--- src/rtl/bcd_to_binary.sv ---
// bcd_to_binary: sequential packed-BCD to binary converter.
// One digit is folded into the accumulator per clock, most significant digit first,
// using acc*10 + digit. A start/ready handshake frames each request and a sticky
// flag reports any nibble above 9. value/error only change at completion or reset.
module bcd_to_binary #(
  parameter int DIGITS = 4,
  parameter int WIDTH  = 14
) (
  input  logic                  clk,
  input  logic                  rst,
  input  logic                  start,
  input  logic [4*DIGITS-1:0]   bcd,
  output logic [WIDTH-1:0]      value,
  output logic                  ready,
  output logic                  error
);

  localparam int CW = $clog2(DIGITS + 1);

  typedef enum logic {IDLE = 1'b0, RUN = 1'b1} state_t;

  state_t                state, state_n;
  logic [4*DIGITS-1:0]   sreg, sreg_n;
  logic [WIDTH-1:0]      acc, acc_n;
  logic [CW-1:0]         cnt, cnt_n;
  logic                  err_acc, err_n;
  logic [WIDTH-1:0]      value_n;
  logic                  error_n;
  logic [3:0]            digit;
  logic [WIDTH-1:0]      acc_x10;

  // The digit being folded in is always the top nibble of the shift register
  assign digit   = sreg[4*DIGITS-1 -: 4];
  // Multiply by ten as shift-and-add, wrapping at WIDTH bits
  assign acc_x10 = WIDTH'(acc << 3) + WIDTH'(acc << 1);
  assign ready   = (state == IDLE);

  // Next-state and datapath update: accept in IDLE, fold one digit per RUN cycle
  always_comb begin
    state_n = state;
    sreg_n  = sreg;
    acc_n   = acc;
    cnt_n   = cnt;
    err_n   = err_acc;
    value_n = value;
    error_n = error;
    case (state)
      IDLE: begin
        if (start) begin
          sreg_n  = bcd;
          acc_n   = '0;
          cnt_n   = CW'(DIGITS);
          err_n   = 1'b0;
          state_n = RUN;
        end
      end
      RUN: begin
        acc_n  = acc_x10 + WIDTH'(digit);
        sreg_n = sreg << 4;
        err_n  = err_acc | (digit > 4'd9);
        cnt_n  = cnt - CW'(1);
        if (cnt == CW'(1)) begin
          value_n = acc_n;
          error_n = err_n;
          state_n = IDLE;
        end
      end
      default: state_n = IDLE;
    endcase
  end

  // State register; reset abandons any conversion in flight without completing it
  always_ff @(posedge clk or negedge rst) begin
    if (!rst) begin
      state   <= IDLE;
      sreg    <= '0;
      acc     <= '0;
      cnt     <= '0;
      err_acc <= 1'b0;
      value   <= '0;
      error   <= 1'b0;
    end else begin
      state   <= state_n;
      sreg    <= sreg_n;
      acc     <= acc_n;
      cnt     <= cnt_n;
      err_acc <= err_n;
      value   <= value_n;
      error   <= error_n;
    end
  end

endmodule

--- config.mk ---
export PLATFORM = sky130hd
export DESIGN_NAME = bcd_to_binary
export DESIGN_NICKNAME = d
export VERILOG_FILES = /design/src/rtl/bcd_to_binary.sv
export SDC_FILE = /design/constraint.sdc
export NUM_CORES = 1
export LEC_CHECK = 0
export ABC_AREA = 0
export CAP_MARGIN = 20
export CORE_ASPECT_RATIO = 2
export CORE_UTILIZATION = 25
export DETAILED_ROUTE_END_ITERATION = 6
export SLEW_MARGIN = 20
export SYNTH_ARGS = -nofsm -noshare
export SYNTH_HDL_FRONTEND = slang
export SYNTH_SLANG_ARGS = --single-unit
--- constraint.sdc ---
create_clock -name clk -period 4 [get_ports clk]
set_input_delay 0.8 -clock clk [delete_from_list [all_inputs] [get_ports clk]]
set_output_delay 0.8 -clock clk [all_outputs]
set_load 0.01 [all_outputs]
==> results.ini <==
[route]
detail_route.iter0.violations = 87
drt_wl_total_um = 5944
drt_pre_antenna_iters = 4
remaining_drc_errors = 0
vias_per_cell = 4.570
antenna_violating_nets_post_route = 0
average_wire_per_standard_cell_um = 13.66
vias = 1988

[synthesis]
synth_top_cells_by_count = nand2_1, dfrtp_1, o21ai_0, ha_1, mux2i_1
synth_cell_types = 37
synth_most_common_cell = nand2_1
synth_enable_flop_cells = 0
ys_warn_count = 0
synth_top_area_cell = dfrtp_1
netlist_area_um2 = 2641
netlist_instances = 265
synthesized_netlist_net_count = 310
synthFlopType = dfrtp_1
synth.yosys.seq_area_share = 0.4642
avgSynthCellArea_um2 = 9.967
synth-seq-cells = 49
ranking_of_synthesized_cells_by_area = dfrtp_1, ha_1, nand2_1
async_set_or_reset_register_ratio_after_synthesis = 1.000
area_fraction_of_the_dominant_cell_type_after_synthesis = 0.4642

[placement]
gp_congestion = 0.8630
io_buffers = 34
placed_area_um2 = 3138
detailed_place_hpwl_um = 4457

[sta]
grt_setup_unrepaired = false
final.period_utilization = 0.6430
worst-slew-pin-transition_ns = 0.8602
sum_neg_setup_slack_ns = 0
timing_max_transition_violations_final = 0
final-hold-violation-count = 0
fin_skew_ns = 0.004004
fmaxAchievable_ghz = 0.3888
period_minus_slack_ns = 2.572
worst_hold_slack_ns = 0.3388
report.final.setup_viol = 0
slew_headroom = 0.4248

[finish]
areaGrowthSynthToFinish_pct = 24.21
layout-drive-gt1-share = 0.05667
antenna_cells_inserted = 0
nNetsFinal = 344
postLayoutCellArea_um2 = 3281

[die]
floorplan.rows = 52
die_area_um2 = 11000
die_width_um = 74.68
die-height_um = 147.4
design.core.area_um2 = 10210
top_level_ports = 35
start_util = 0.2586

[power]
clock_power_share = 0.142
p_sw_frac = 0.4198
p_int_mw = 1.696
ir_drop_mv = 0.3371
power.static_leakage_nw = 1.522
power-per-cell-area_nw_per_um2 = 891.1
comb_power_share = 0.564
netSwitchingPower_mw = 1.227
power_frac_seq = 0.295

[clock_network]
numCtsBuffers = 5
post_cts.repair.setup_buffers = 0
postCtsHoldBufs = 0
clock_tree.root_cell = clkbuf_16
post_cts_sizing_count = 0
clock-sinks = 49
max-clock-path-buffers = 2
tritoncts = built
clock_latency_late_sink_ns = 0.29
clkTransAtPathRegs_ns = 0.07
cts_htree_levels = 2

[setup_path]
timing.critical_path.required_ns = 4.21
path_class = flip-flop to flip-flop
crit_path_start_kind = flip-flop
critical_path_endpoint_category = flip-flop
critical_path.max_fanout = 4
critPathArrivalTime_ns = 2.78

[global_route]
global_route_wire_length_before_repair_um = 10450
grt-ovfl-total = 0
grt_antenna_before_repair = 0
grt_total_usage = 0.1260
vias_in_the_first_global_route = 2138
grt_max_degree = 43

[job]
drv_cap = 0

[hold_path]
timing.hold.worst.class = input port to async pin

[status]
status = finished clean

[critical path, stage by stage (launching register included)]
cell      delay [ns]
dfrtp_1         0.34
inv_1           0.07
fa_1            0.59
inv_1           0.06
ha_1            0.29
a21o_1          0.19
nand4_1         0.17
a21boi_0        0.15
or4_1           0.53
o211ai_1        0.11
[cells in the final DEF, fill, tap and decap left out, drive strengths merged, types with 7 or more instances in the layout]
cell,count
xnor2,7
nor2,12
ha,24
a21oi,8
nand2,53
o21ai,25
mux2i,16
inv,10
clkdlybuf4s50,33
dfrtp,49
[metal layers]
layer  global-route usage  vias up  share of wire
met5                    0        -              0
met4              0.04811        0          0.018
met3              0.02949        6          0.034
met2               0.2266       34           0.55
met1               0.1370      951           0.40
li1                     -      997              -
[final timing paths]
path | from | end | slack, ns | cells past startpoint
max | sreg[15] | value[13] | 1.43 | 9
min | rst | value[6] | 0.34 | 1
max reg2reg | sreg[15] | value[13] | 1.43 | 9
min reg2reg | value[4] | value[4] | 0.47 | 2
max in group asynchronous | rst | sreg[8] | 2.89 | 2
min in group clk | value[4] | value[4] | 0.47 | 2
[stage by stage]
stage | cells | utilization | power (mW) | setup WS [ns]
floorplan | 265 | - | 2.013 | 1.622
global placement | 427 | 0.3072 | 2.485 | 1.507
detailed placement | 427 | 0.3072 | 2.535 | 1.417
CTS | 435 | 0.3212 | 2.965 | 1.409
global route | 435 | 0.3212 | 3.189 | 1.230
finish | 435 | 0.3212 | 2.923 | 1.428
[registers in the layout, indices dropped and copies added (netlist names)]
name,count
sreg,16
acc,13
state,1
error,1
err_acc,1
value,14
cnt,3
[power groups by stage]
| stage | sequential (mW) | clock [mW] | combinational [mW] |
|---|---|---|---|
| 2_1_floorplan | 0.868 | 0 | 1.15 |
| 3_3_place_gp | 0.870 | 0 | 1.62 |
| 3_5_place_dp | 0.876 | 0 | 1.66 |
| 4_1_cts | 0.867 | 0.431 | 1.67 |
| 5_1_grt | 0.891 | 0.447 | 1.85 |
| 6_report | 0.861 | 0.414 | 1.65 |
[layout make-up]
type / instances / area [µm²]
Fill cell: 1101 / 6934
Multi-Input combinational cell: 194 / 1333
Sequential cell: 49 / 1226
Timing Repair Buffer: 39 / 372.9
Tap cell: 135 / 168.9
Clock buffer: 5 / 125.1
Inverter: 10 / 37.54
Clock inverter: 3 / 17.52
[logic make-up after synthesis]
group           after synthesis  synth area share
xor+xnor                      8           0.02653
mux                          16           0.06063
flops                        49            0.4642
fa+ha+maj                    26            0.1289
compound gates               62            0.1568
buf+inv                      22           0.03127
simple gates                 82            0.1317
Note: power is estimated with default switching activity, not from simulation.
